<file path="src/rtl/fetch_pkg.sv">
// Shared types and constants for the instruction fetch stage.
package fetch_pkg;

  typedef enum logic {
    RUN   = 1'b0,
    FLUSH = 1'b1
  } fetch_state_e;

  localparam int unsigned DATA_W = 32;

  // A queue entry carries one instruction word plus the PC it was fetched from.
  localparam int unsigned ENTRY_W = 2 * DATA_W;

  localparam int unsigned RESET_PC_DEFAULT = 0;

endpackage

</file>
<file path="src/rtl/fetch_fifo.sv">
// Prefetch queue: circular buffer with occupancy count and a flush input.
module fetch_fifo #(
  parameter int W     = 64,
  parameter int DEPTH = 4
) (
  input  logic                     clk,
  input  logic                     rst,
  input  logic                     push_i,
  input  logic                     pop_i,
  input  logic                     clear_i,
  input  logic [W-1:0]             din_i,
  output logic [W-1:0]             dout_o,
  output logic [$clog2(DEPTH):0]   count_o,
  output logic                     empty_o,
  output logic                     full_o
);

  localparam int AW = $clog2(DEPTH);

  logic [W-1:0]  mem_q [DEPTH];
  logic [AW-1:0] rdPtr_q, wrPtr_q;
  logic [AW:0]   count_q;
  logic          doPush, doPop;

  assign empty_o = (count_q == '0);
  assign full_o  = (count_q == (AW+1)'(DEPTH));
  assign count_o = count_q;
  assign dout_o  = mem_q[rdPtr_q];
  assign doPush  = push_i & (~full_o | pop_i);
  assign doPop   = pop_i & ~empty_o;

  // Entry storage needs no reset; valid contents are tracked by the count.
  always_ff @(posedge clk) begin
    if (doPush) begin
      mem_q[wrPtr_q] <= din_i;
    end
  end

  // Pointers wrap naturally at DEPTH; clear empties the queue without touching storage.
  always_ff @(posedge clk) begin
    if (!rst) begin
      rdPtr_q <= '0;
      wrPtr_q <= '0;
      count_q <= '0;
    end else if (clear_i) begin
      rdPtr_q <= '0;
      wrPtr_q <= '0;
      count_q <= '0;
    end else begin
      if (doPush) wrPtr_q <= wrPtr_q + 1'b1;
      if (doPop)  rdPtr_q <= rdPtr_q + 1'b1;
      count_q <= count_q + {{AW{1'b0}}, doPush} - {{AW{1'b0}}, doPop};
    end
  end

endmodule

</file>
<file path="src/rtl/instr_fetch_unit.sv">
// Decoupled fetch stage: PC generation, memory issue, prefetch queue and redirect flush.
module instr_fetch_unit
  import fetch_pkg::*;
#(
  parameter int              N        = DATA_W,
  parameter int              ADDR_W   = 10,
  parameter int              DEPTH    = 4,
  parameter logic [N-1:0]    RESET_PC = N'(RESET_PC_DEFAULT)
) (
  input  logic              clk,
  input  logic              rst,
  output logic              imem_req,
  output logic [ADDR_W-1:0] imem_addr,
  input  logic [N-1:0]      imem_data,
  input  logic              redirect,
  input  logic [N-1:0]      redirect_pc,
  input  logic              ir_ready,
  output logic              ir_valid,
  output logic [N-1:0]      ir,
  output logic [N-1:0]      ir_pc,
  output logic [N-1:0]      ir_npc
);

  localparam int EW = (ENTRY_W / DATA_W) * N;
  localparam int CW = $clog2(DEPTH) + 1;

  fetch_state_e  state_q, state_d;
  logic [N-1:0]  fetchPc_q, fetchPc_d;
  logic [N-1:0]  tagPc_q;
  logic          inflight_q;
  logic          push, pop;
  logic [CW-1:0] fifoCount;
  logic [CW:0]   occupancy;
  logic          fifoEmpty, fifoFull;
  logic [EW-1:0] fifoDout;

  fetch_fifo #(
    .W     (EW),
    .DEPTH (DEPTH)
  ) u_fifo (
    .clk     (clk),
    .rst     (rst),
    .push_i  (push),
    .pop_i   (pop),
    .clear_i (redirect),
    .din_i   ({imem_data, tagPc_q}),
    .dout_o  (fifoDout),
    .count_o (fifoCount),
    .empty_o (fifoEmpty),
    .full_o  (fifoFull)
  );

  assign occupancy = {1'b0, fifoCount} + {{CW{1'b0}}, inflight_q};
  assign imem_addr = fetchPc_q[ADDR_W-1:0];
  assign ir_valid  = ~fifoEmpty;
  assign ir        = ir_valid ? fifoDout[EW-1:N] : '0;
  assign ir_pc     = ir_valid ? fifoDout[N-1:0]  : '0;
  assign ir_npc    = ir_valid ? fifoDout[N-1:0] + 1'b1 : '0;

  // FSM, PC and the single in-flight tag; the response of the issue in cycle t lands in t+1.
  always_ff @(posedge clk) begin
    if (!rst) begin
      state_q    <= RUN;
      fetchPc_q  <= RESET_PC;
      inflight_q <= 1'b0;
      tagPc_q    <= '0;
    end else begin
      state_q    <= state_d;
      fetchPc_q  <= fetchPc_d;
      inflight_q <= imem_req;
      if (imem_req) tagPc_q <= fetchPc_q;
    end
  end

  // Issue only from registered occupancy so ir_ready never reaches imem_req; redirect beats increment and pop.
  always_comb begin
    state_d   = RUN;
    fetchPc_d = fetchPc_q;
    push      = 1'b0;
    pop       = ir_valid & ir_ready & ~redirect;
    imem_req  = rst & ~fifoFull & (occupancy < (CW+1)'(DEPTH));
    if (imem_req) fetchPc_d = fetchPc_q + 1'b1;
    case (state_q)
      RUN:     push = inflight_q & ~redirect;
      FLUSH:   push = 1'b0;
      default: push = 1'b0;
    endcase
    if (redirect) begin
      fetchPc_d = redirect_pc;
      state_d   = FLUSH;
    end
  end

endmodule
</file>
<file path="config.mk">
export PLATFORM = sky130hd
export DESIGN_NAME = instr_fetch_unit
export DESIGN_NICKNAME = d
export VERILOG_FILES = /design/src/rtl/fetch_pkg.sv /design/src/rtl/fetch_fifo.sv /design/src/rtl/instr_fetch_unit.sv
export SDC_FILE = /design/constraint.sdc
export NUM_CORES = 1
export LEC_CHECK = 0
export BUFFER_PORTS_ARGS = -buffer_cell sky130_fd_sc_hd__buf_2
export CAP_MARGIN = 20
export CORE_MARGIN = 3
export CORE_UTILIZATION = 45
export CTS_CLUSTER_DIAMETER = 50
export DETAILED_ROUTE_END_ITERATION = 8
export PLACE_DENSITY_LB_ADDON = 0.3
export SYNTH_ARGS = -nofsm -noshare
export SYNTH_HDL_FRONTEND = slang
export SYNTH_SLANG_ARGS = --single-unit
</file>
<file path="constraint.sdc">
create_clock -name clk -period 5.9 [get_ports clk]
set_clock_uncertainty 0.15 [all_clocks]
set_input_delay 1.18 -clock clk [delete_from_list [all_inputs] [get_ports clk]]
set_output_delay 1.18 -clock clk [all_outputs]
set_load 0.1 [all_outputs]
</file>
==> results of run 1 <==
==> cell families (layout without fill, tap and decap cells) <==
group / after synthesis / after routing / share of synthesized area
flops: 331 / 331 / 0.6668
buf+inv: 75 / 271 / 0.02642
fa+ha+maj: 10 / 10 / 0.009625
compound gates: 67 / 67 / 0.02888
simple gates: 321 / 321 / 0.1214
mux: 71 / 71 / 0.1119
xor+xnor: 55 / 55 / 0.03496
==> sequential cells by signal, summed over array words and instances (netlist names), named ones only <==
name	cells
fetchPc_q	32
inflight_q	1
state_q	1
tagPc_q	32
u_fifo.count_o	3
u_fifo.mem_q	256
u_fifo.rdPtr_q	2
u_fifo.wrPtr_q	2
==> cells in the final DEF, fill, tap and decap left out, types with 23 or more instances in the layout <==
cell type  count
edfxtp_1     256
buf_2        175
nand2_1       73
dfxtp_1       73
and2_1        65
nor2_1        57
nand3_1       54
mux4_2        52
clkbuf_16     37
xnor2_1       32
o21ai_0       28
xor2_1        23
==> worst max-delay path: cells and delay by family (launching register included) <==
kind / cells / cell delay, ns
flops: 1 / 0.72
buf+inv: 1 / 0.47
mux: 1 / 0.44
fa+ha+maj: 1 / 0.23
compound gates: 1 / 0.22
simple gates: 4 / 1.29
==> how the worst min path moves through the flow <==
stage | start | end | slack (ns) | cells after the start
detailed placement | fetchPc_q[24] | tagPc_q[24] | 0.32 | 2
finish | fetchPc_q[31] | tagPc_q[31] | 0.33 | 2
CTS | fetchPc_q[26] | tagPc_q[26] | 0.33 | 2
floorplan | fetchPc_q[31] | tagPc_q[31] | 0.28 | 2
global placement | fetchPc_q[31] | tagPc_q[31] | 0.31 | 2
global route | fetchPc_q[24] | tagPc_q[24] | 0.35 | 2
==> power by group <==
group / switching [mW] / total [mW] / internal, mW
Clock: 0.877 / 2.17 / 1.29
Combinational: 0.395 / 0.509 / 0.114
Sequential: 0.0513 / 2.62 / 2.57
Total: 1.32 / 5.30 / 3.98
==> through the flow <==
stage | hold slack [ns] | cells | instance area (sq um)
after floorplan | 0.2806 | 930 | 13780
after global placement | 0.3089 | 1453 | 14990
after detailed placement | 0.3202 | 1453 | 14990
after CTS | 0.3309 | 1516 | 16140
after global routing | 0.3460 | 1516 | 16140
final | 0.3263 | 1516 | 16140
==> area by class of cell <==
type | count | area, sq um | area share
Inverter | 18 | 67.56 | 0.004187
Sequential cell | 331 | 9194 | 0.5697
Multi-Input combinational cell | 524 | 4238 | 0.2626
Tap cell | 390 | 488.0 | 0.03024
Clock buffer | 41 | 950.9 | 0.05892
Clock inverter | 22 | 198.9 | 0.01233
Timing Repair Buffer | 190 | 1001 | 0.06203
==> per-layer routing <==
layer,part of all wire,wire length [um],up-vias,GRT usage
met1,0.44,13030,3953,0.2476
met5,0,0,-,0
met2,0.48,14110,264,0.2936
li1,-,-,3822,-
met4,0.021,619,0,0.04509
met3,0.062,1832,44,0.03543
==> results.sh, run 1 <==
export IMPL_dieWidth_um=181.0
export IMPL_dieHeight_um=181.0
export IMPL_routed_wl_um=29600
export IMPL_critPathKind="reg -> out"
export IMPL_fmax_ghz=0.1923
export IMPL_root_buffer="clkbuf_16"
export IMPL_critPathLaunchType="flip-flop"
export IMPL_path_cells="mux4_1, ha_1, nand4_1, nor2_1, nand3_1, or3b_1, a21oi_1, buf_2"
export IMPL_synth_area_sq_um=13780
export IMPL_clock_latency_ns=0.50
export IMPL_cp_required_ns=4.57
export IMPL_cts_setup_buffers=0
export IMPL_vias=8083
export IMPL_grt_pass1_vias=8126
export IMPL_fin_crit_sh=0.8812
export IMPL_critPathSlowestCell="dfxtp_4"
export IMPL_antenna_found_initial=0
export IMPL_reg2reg_from="u_fifo.count_o[1]"
export IMPL_ctsResizeCount=0
export IMPL_cap_violations=0
export IMPL_htreeDepth=2
export IMPL_rsz0062_at_grt="false"
export IMPL_avgSynthCellArea_sq_um=14.82
export IMPL_reg2reg_slack_ns=2.66
export IMPL_pre_cts_ws_ns=1.174
export IMPL_rows=63
export IMPL_critPathArrivalTime_ns=3.87
export IMPL_synth_edff_count=256
export IMPL_area_growth_pct=17.12
export IMPL_netlist_cell_type_count=54
export IMPL_coreArea_sq_um=29870
export IMPL_worst_slew_pin_transition_ns=1.014
export IMPL_finalSetupViolations=0
export IMPL_yosys_register_bits=331
export IMPL_setup_ws_ns=0.7006
export IMPL_reg2reg_depth=12
export IMPL_synth_nets=1008
export IMPL_cts_hold_buf=0
export IMPL_drt_iter0_markers=549
export IMPL_p_per_area_nw_per_um2=328.5
export IMPL_outcome="completed"
export IMPL_synth_commonest_cells="edfxtp_1 (256), dfxtp_1 (75), nand2_1 (73)"
export IMPL_grt_ovfl_total=0
export IMPL_yosysTopAreaCellShare=0.5579
export IMPL_cts_tree="yes"
export IMPL_period_minus_slack_ns=5.199
export IMPL_portBuffers=175
export IMPL_diodes=0
export IMPL_report_final_hold_viol_count=0
export IMPL_cp_endpoint="ir_npc[28]"
export IMPL_p_total_mw=5.302
export IMPL_grt_max_degree=69
export IMPL_drt_pass1_iterations=5
export IMPL_grt_pass1_wl_um=46390
export IMPL_cpPeakStageDelay_ns=0.72
export IMPL_layout_drive_gt1_share=0.2789
export IMPL_start_util=0.4612
export IMPL_yosysMostFrequentCell="edfxtp_1"
export IMPL_ant_nets=0
export IMPL_ioPinCount=176
export IMPL_leakage_nw=5.833
export IMPL_netlist_instances=930
export IMPL_numCtsBuffers=35
export IMPL_vias_per_cell=5.332
export IMPL_ys_warn_count=0
export IMPL_hpwl_um=18980
export IMPL_nNetsFinal=1178
export IMPL_seq_area_frac_synth=0.6668
export IMPL_slew_headroom=0.3237
export IMPL_rr_endpoint="u_fifo.count_o[2]"
export IMPL_hp_class="reg -> reg"
export IMPL_clockBufferDepth=3
export IMPL_synthFlopType="edfxtp_1"
export IMPL_final_core_util=0.5402
export IMPL_track_usage=0.1787
export IMPL_cts_sinks=331
export IMPL_gp_congestion=0.8152
export IMPL_synth_async_reset_ratio=0
export IMPL_dieArea_sq_um=32760
export IMPL_slew_viol_final=0
export IMPL_wl_per_cell_um=19.52
export IMPL_route_detailed_drc=0
export IMPL_finalSetupTns_ns=0
export IMPL_cp_end_kind="output port"
export IMPL_critPathMaxFanout=29
export IMPL_yosys_top_cells_area="edfxtp_1 (56%), dfxtp_1 (11%), mux4_2 (8.5%)"
export IMPL_synth_area_leader_cell="edfxtp_1"
export IMPL_max_vdd_ir_drop_uv=222.7
export IMPL_clkTransAtPathRegs_ns=0.06
export IMPL_fillers=2444
Power figures use the tool's default switching activity.
==> inputs of run 2 (changes only) <==
==> constraint.sdc (replaced) <==
create_clock -name clk -period 5.9 [get_ports clk]
set_clock_uncertainty 0.15 [all_clocks]
set_input_delay 0.885 -clock clk [delete_from_list [all_inputs] [get_ports clk]]
set_output_delay 0.885 -clock clk [all_outputs]
set_load 0.1 [all_outputs]
==> run 2 against run 1 <==
Sequential power about the same. First-iteration DRC count is 13% lower. Hold slack worse by 0.0021 ns. Fmax rose by 6.0%. Via count rose by 0.41%. Clock-buffer cell count is 5 higher. Register-to-register slack better by 0.32 ns.
==> results.sh, run 2 (same netlist as run 1, synthesis figures left out) <==
export IMPL_outcome="completed"
export IMPL_clock_latency_ns=0.50
export IMPL_finalSetupTns_ns=0
export IMPL_slew_viol_final=0
export IMPL_p_total_mw=5.309
export IMPL_p_per_area_nw_per_um2=328.5
export IMPL_critPathArrivalTime_ns=3.87
export IMPL_antenna_found_initial=0
export IMPL_dieArea_sq_um=32760
export IMPL_cts_setup_buffers=0
export IMPL_leakage_nw=5.842
export IMPL_worst_slew_pin_transition_ns=1.008
export IMPL_design_area_sq_um=16160
export IMPL_drt_iter0_markers=476
export IMPL_cts_hold_buf=0
export IMPL_seq_area_sq_um=9194
export IMPL_track_usage=0.1759
export IMPL_reg_top3="u_fifo.mem_q (256), fetchPc_q (32), tagPc_q (32)"
export IMPL_start_util=0.4612
export IMPL_fmax_ghz=0.2039
export IMPL_rows=63
export IMPL_period_minus_slack_ns=4.905
export IMPL_critPathKind="reg -> out"
export IMPL_nNetsFinal=1176
export IMPL_report_final_hold_viol_count=0
export IMPL_multi_input_area_sq_um=4244
export IMPL_route_detailed_drc=0
export IMPL_slew_headroom=0.3280
export IMPL_vias_per_cell=5.364
export IMPL_drt_pass1_iterations=5
export IMPL_grt_pass1_wl_um=45970
export IMPL_fin_crit_sh=0.8314
export IMPL_hpwl_um=19020
export IMPL_dieWidth_um=181.0
export IMPL_ctsResizeCount=0
export IMPL_critPathLaunchType="flip-flop"
export IMPL_root_buffer="clkbuf_16"
export IMPL_diodes=0
export IMPL_coreArea_sq_um=29870
export IMPL_postPlaceCellArea_sq_um=14980
export IMPL_layout_common_cells="edfxtp_1 (256), buf_2 (175), nand2_1 (73), dfxtp_1 (73), and2_1 (65)"
export IMPL_finalSetupViolations=0
export IMPL_grt_max_degree=69
export IMPL_cp_required_ns=4.87
export IMPL_cts_tree="yes"
export IMPL_routed_wl_um=29310
export IMPL_cp_end_kind="output port"
export IMPL_cts_sinks=331
export IMPL_layout_drive_gt1_share=0.2760
export IMPL_area_growth_pct=17.30
export IMPL_hp_class="reg -> reg"
export IMPL_ioPinCount=176
export IMPL_rsz0062_at_grt="false"
export IMPL_clockBufferDepth=3
export IMPL_cap_violations=0
export IMPL_clkTransAtPathRegs_ns=0.06
export IMPL_ant_nets=0
export IMPL_wl_per_cell_um=19.37
export IMPL_top_register="u_fifo.mem_q"
export IMPL_numCtsBuffers=35
export IMPL_largest_reg_flops=256
export IMPL_grt_ovfl_total=0
export IMPL_fillers=2447
export IMPL_dieHeight_um=181.0
export IMPL_gp_congestion=0.8066
export IMPL_critPathMaxFanout=24
export IMPL_max_vdd_ir_drop_uv=189.3
export IMPL_htreeDepth=2
export IMPL_portBuffers=175
export IMPL_layout_commonest_cell="edfxtp_1"
export IMPL_vias=8116
export IMPL_grt_pass1_vias=8236
==> run 2: critical path, cell delays in order, from the launching register on <==
cell and delay (ns):
dfxtp_2 0.75, mux4_1 0.37, ha_1 0.25, nand4_1 0.24
nor2_1 0.35, nand3_1 0.31, or3b_1 0.42, a21oi_1 0.22
buf_2 0.47
==> run 2: worst paths after layout <==
path	start	to	slack, ns	cells past startpoint
max reg2reg	u_fifo.count_o[1]	fetchPc_q[19]	2.98	7
min reg2reg	fetchPc_q[31]	tagPc_q[31]	0.32	2
min	fetchPc_q[31]	tagPc_q[31]	0.32	2
max	flip-flop	ir_npc[28]	0.99	8
==> run 2: per-layer routing <==
layer	GRT usage	up-vias	part of all wire
met2	0.2843	246	0.47
met5	0	-	0
met1	0.2487	4007	0.45
met3	0.02879	47	0.057
met4	0.05180	0	0.022
li1	-	3816	-
==> run 2: where the power goes <==
group / switching [mW] / total [mW] / internal [mW]
logic: 0.396 / 0.511 / 0.115
registers: 0.0511 / 2.62 / 2.57
clock network: 0.847 / 2.17 / 1.33
==> run 2: area by class of cell <==
type,count,area share
tap,390,0.03019
clock buffer,46,0.06193
inverter,18,0.004180
multi-input combinational,524,0.2626
clock inverter,16,0.009754
sequential,331,0.5688
timing repair buffer,188,0.06255
==> run 2: stage by stage <==
stage,hold WS [ns],util,worst slack [ns],cells
final,0.3242,0.5410,0.9947,1513
after global routing,0.3572,0.5410,0.7882,1513
after CTS,0.3154,0.5401,0.9269,1512
after detailed placement,0.3052,0.5014,1.455,1450
after global placement,0.2998,0.5014,1.561,1450
after floorplan,0.2806,-,1.280,930
==> inputs of run 3 (changes only) <==
Clock period 5.9 ns to 4.9 ns, I/O delays scaled along.
==> run 3 against run 2 <==
Non-clock buffer count up 3. Sequential share of layout area about the same. Largest cell class unchanged. Critical endpoint is now ir_npc[17]. First-iteration DRC count increased by 33%. Power increased by 18%. Via count grew 0.44%. Sequential power up 21%. Highest routed layer unchanged. Global-route usage decreased by 0.16 points. Critical path depth did not move. Flip-flop and latch count stayed put. Cell count increased by 0.20%. Hold slack lost 0.017 ns. Critical path type unchanged. Design area is essentially flat.
==> results.sh, run 3 (same netlist as run 1, synthesis figures left out) <==
export IMPL_rows=63
export IMPL_routed_wl_um=29290
export IMPL_critPathMaxFanout=23
export IMPL_track_usage=0.1743
export IMPL_ant_nets=0
export IMPL_ioPinCount=176
export IMPL_cts_hold_buf=0
export IMPL_power_switching_mw=1.553
export IMPL_area_growth_pct=17.33
export IMPL_sw_frac_of_total=0.2478
export IMPL_grt_ovfl_total=0
export IMPL_reg2reg_depth=7
export IMPL_cp_required_ns=4.01
export IMPL_gp_congestion=0.7992
export IMPL_reg_top3="u_fifo.mem_q (256), fetchPc_q (32), tagPc_q (32)"
export IMPL_layout_common_cells="edfxtp_1 (256), buf_2 (173), nand2_1 (73), dfxtp_1 (73), and2_1 (65)"
export IMPL_rr_endpoint="fetchPc_q[13]"
export IMPL_cts_tree="yes"
export IMPL_clock_power_share=0.398
export IMPL_dieWidth_um=181.0
export IMPL_power_frac_seq=0.504
export IMPL_reg2reg_from="u_fifo.count_o[1]"
export IMPL_cts_sinks=331
export IMPL_critPathArrivalTime_ns=3.70
export IMPL_route_detailed_drc=0
export IMPL_rsz0062_at_grt="false"
export IMPL_postPlaceCellArea_sq_um=15010
export IMPL_slew_headroom=0.3241
export IMPL_layout_drive_gt1_share=0.2800
export IMPL_p_comb_frac=0.098
export IMPL_antenna_found_initial=0
export IMPL_p_total_mw=6.268
export IMPL_pre_cts_ws_ns=0.7049
export IMPL_min_to="u_fifo.mem_q[2][50]"
export IMPL_fin_crit_sh=0.9357
export IMPL_report_final_hold_viol_count=0
export IMPL_clock_latency_ns=0.49
export IMPL_dieHeight_um=181.0
export IMPL_cap_violations=0
export IMPL_leakage_nw=5.824
export IMPL_period_minus_slack_ns=4.585
export IMPL_hp_class="in -> reg"
export IMPL_start_util=0.4612
export IMPL_max_vdd_ir_drop_uv=244.5
export IMPL_portBuffers=175
export IMPL_p_per_area_nw_per_um2=387.7
export IMPL_hpwl_um=18920
export IMPL_p_int_mw=4.715
export IMPL_grt_max_degree=69
export IMPL_root_buffer="clkbuf_16"
export IMPL_vias_per_cell=5.377
export IMPL_largest_reg_flops=256
export IMPL_dieArea_sq_um=32760
export IMPL_fmax_ghz=0.2181
export IMPL_finalSetupViolations=0
export IMPL_slew_viol_final=0
export IMPL_design_area_sq_um=16170
export IMPL_setup_ws_ns=0.3153
export IMPL_drt_iter0_markers=632
export IMPL_htreeDepth=2
export IMPL_finalSetupTns_ns=0
export IMPL_critPathKind="reg -> out"
export IMPL_nNetsFinal=1179
export IMPL_wl_per_cell_um=19.32
export IMPL_top_register="u_fifo.mem_q"
export IMPL_grt_pass1_wl_um=45460
export IMPL_drt_pass1_iterations=5
export IMPL_outcome="completed"
export IMPL_cp_end_kind="output port"
export IMPL_hold_start="imem_data[18]"
export IMPL_vias=8152
export IMPL_whs_path_depth=1
export IMPL_numCtsBuffers=35
export IMPL_reg2reg_slack_ns=1.94
export IMPL_clkTransAtPathRegs_ns=0.06
export IMPL_worst_slew_pin_transition_ns=1.014
export IMPL_layout_commonest_cell="edfxtp_1"
export IMPL_fillers=2465
export IMPL_clockBufferDepth=3
export IMPL_grt_pass1_vias=8058
export IMPL_critPathLaunchType="flip-flop"
export IMPL_coreArea_sq_um=29870
run 3: changes by cell type in the layout (fill, tap and decap cells not counted), moves of 2 or more:
cell,delta
clkbuf_4,+5
clkinvlp_4,+5
clkbuf_1,-4
buf_2,-2
bufinv_16,-2
clkinv_2,-2
run 3: cell type report:
| class | count | area, sq um | area share |
|---|---|---|---|
| diodes | 1 | 2.502 | 0.0001548 |
| inverters | 18 | 67.56 | 0.004179 |
| clock inverters | 17 | 122.6 | 0.007585 |
| repair buffers | 191 | 1071 | 0.06625 |
| flip-flops and latches | 331 | 9194 | 0.5687 |
| clock buffers | 44 | 983.4 | 0.06083 |
| well taps | 390 | 488.0 | 0.03018 |
| multi-input cells | 524 | 4238 | 0.2621 |
run 3: timing repair:
item | 4_1_cts | 5_1_grt
resized for setup | 0 | 2
endpoints found under the setup margin | 0 | 3
setup buffers | 0 | 1
run 3: power groups by stage:
stage	Combinational, mW	Sequential (mW)	Clock [mW]
6_report	0.616	3.16	2.50
3_5_place_dp	0.616	3.22	0
4_1_cts	0.617	3.16	2.56
2_1_floorplan	0.495	3.19	0
5_1_grt	0.654	3.16	2.67
3_3_place_gp	0.611	3.21	0
run 3: critical path, cell delays in order, from the launching register on:
cell     delay [ns]
dfxtp_2        0.47
buf_4          0.37
mux4_1         0.34
nand3_2        0.18
nor4_4         0.67
nand4_2        0.25
xor2_1         0.20
nor2_1         0.22
buf_2          0.48
run 3: worst max path at each step:
stage	slack, ns	depth (start not counted)	from	endpoint
2_1_floorplan	0.43	9	flip-flop	ir_npc[28]
3_3_place_gp	0.74	8	flip-flop	ir_npc[28]
3_5_place_dp	0.70	8	flip-flop	ir_npc[28]
4_1_cts	0.16	8	flip-flop	ir_npc[28]
5_1_grt	0.10	8	flip-flop	ir_npc[17]
6_report	0.32	8	flip-flop	ir_npc[17]
run 3: per-stage QoR:
step | hold slack [ns] | std cells | util
floorplan | 0.2806 | 930 | -
global placement | 0.3038 | 1452 | 0.5023
detailed placement | 0.3176 | 1452 | 0.5023
CTS | 0.2855 | 1513 | 0.5393
global route | 0.2928 | 1515 | 0.5411
finish | 0.3072 | 1516 | 0.5411
run 3: metal layers:
metal | wire length (um) | vias up | track usage | part of all wire
met5 | 0 | - | 0 | 0
met4 | 602 | 0 | 0.04327 | 0.021
met3 | 1778 | 46 | 0.03302 | 0.061
met2 | 13900 | 251 | 0.2811 | 0.47
met1 | 13010 | 4007 | 0.2476 | 0.44
li1 | - | 3848 | - | -
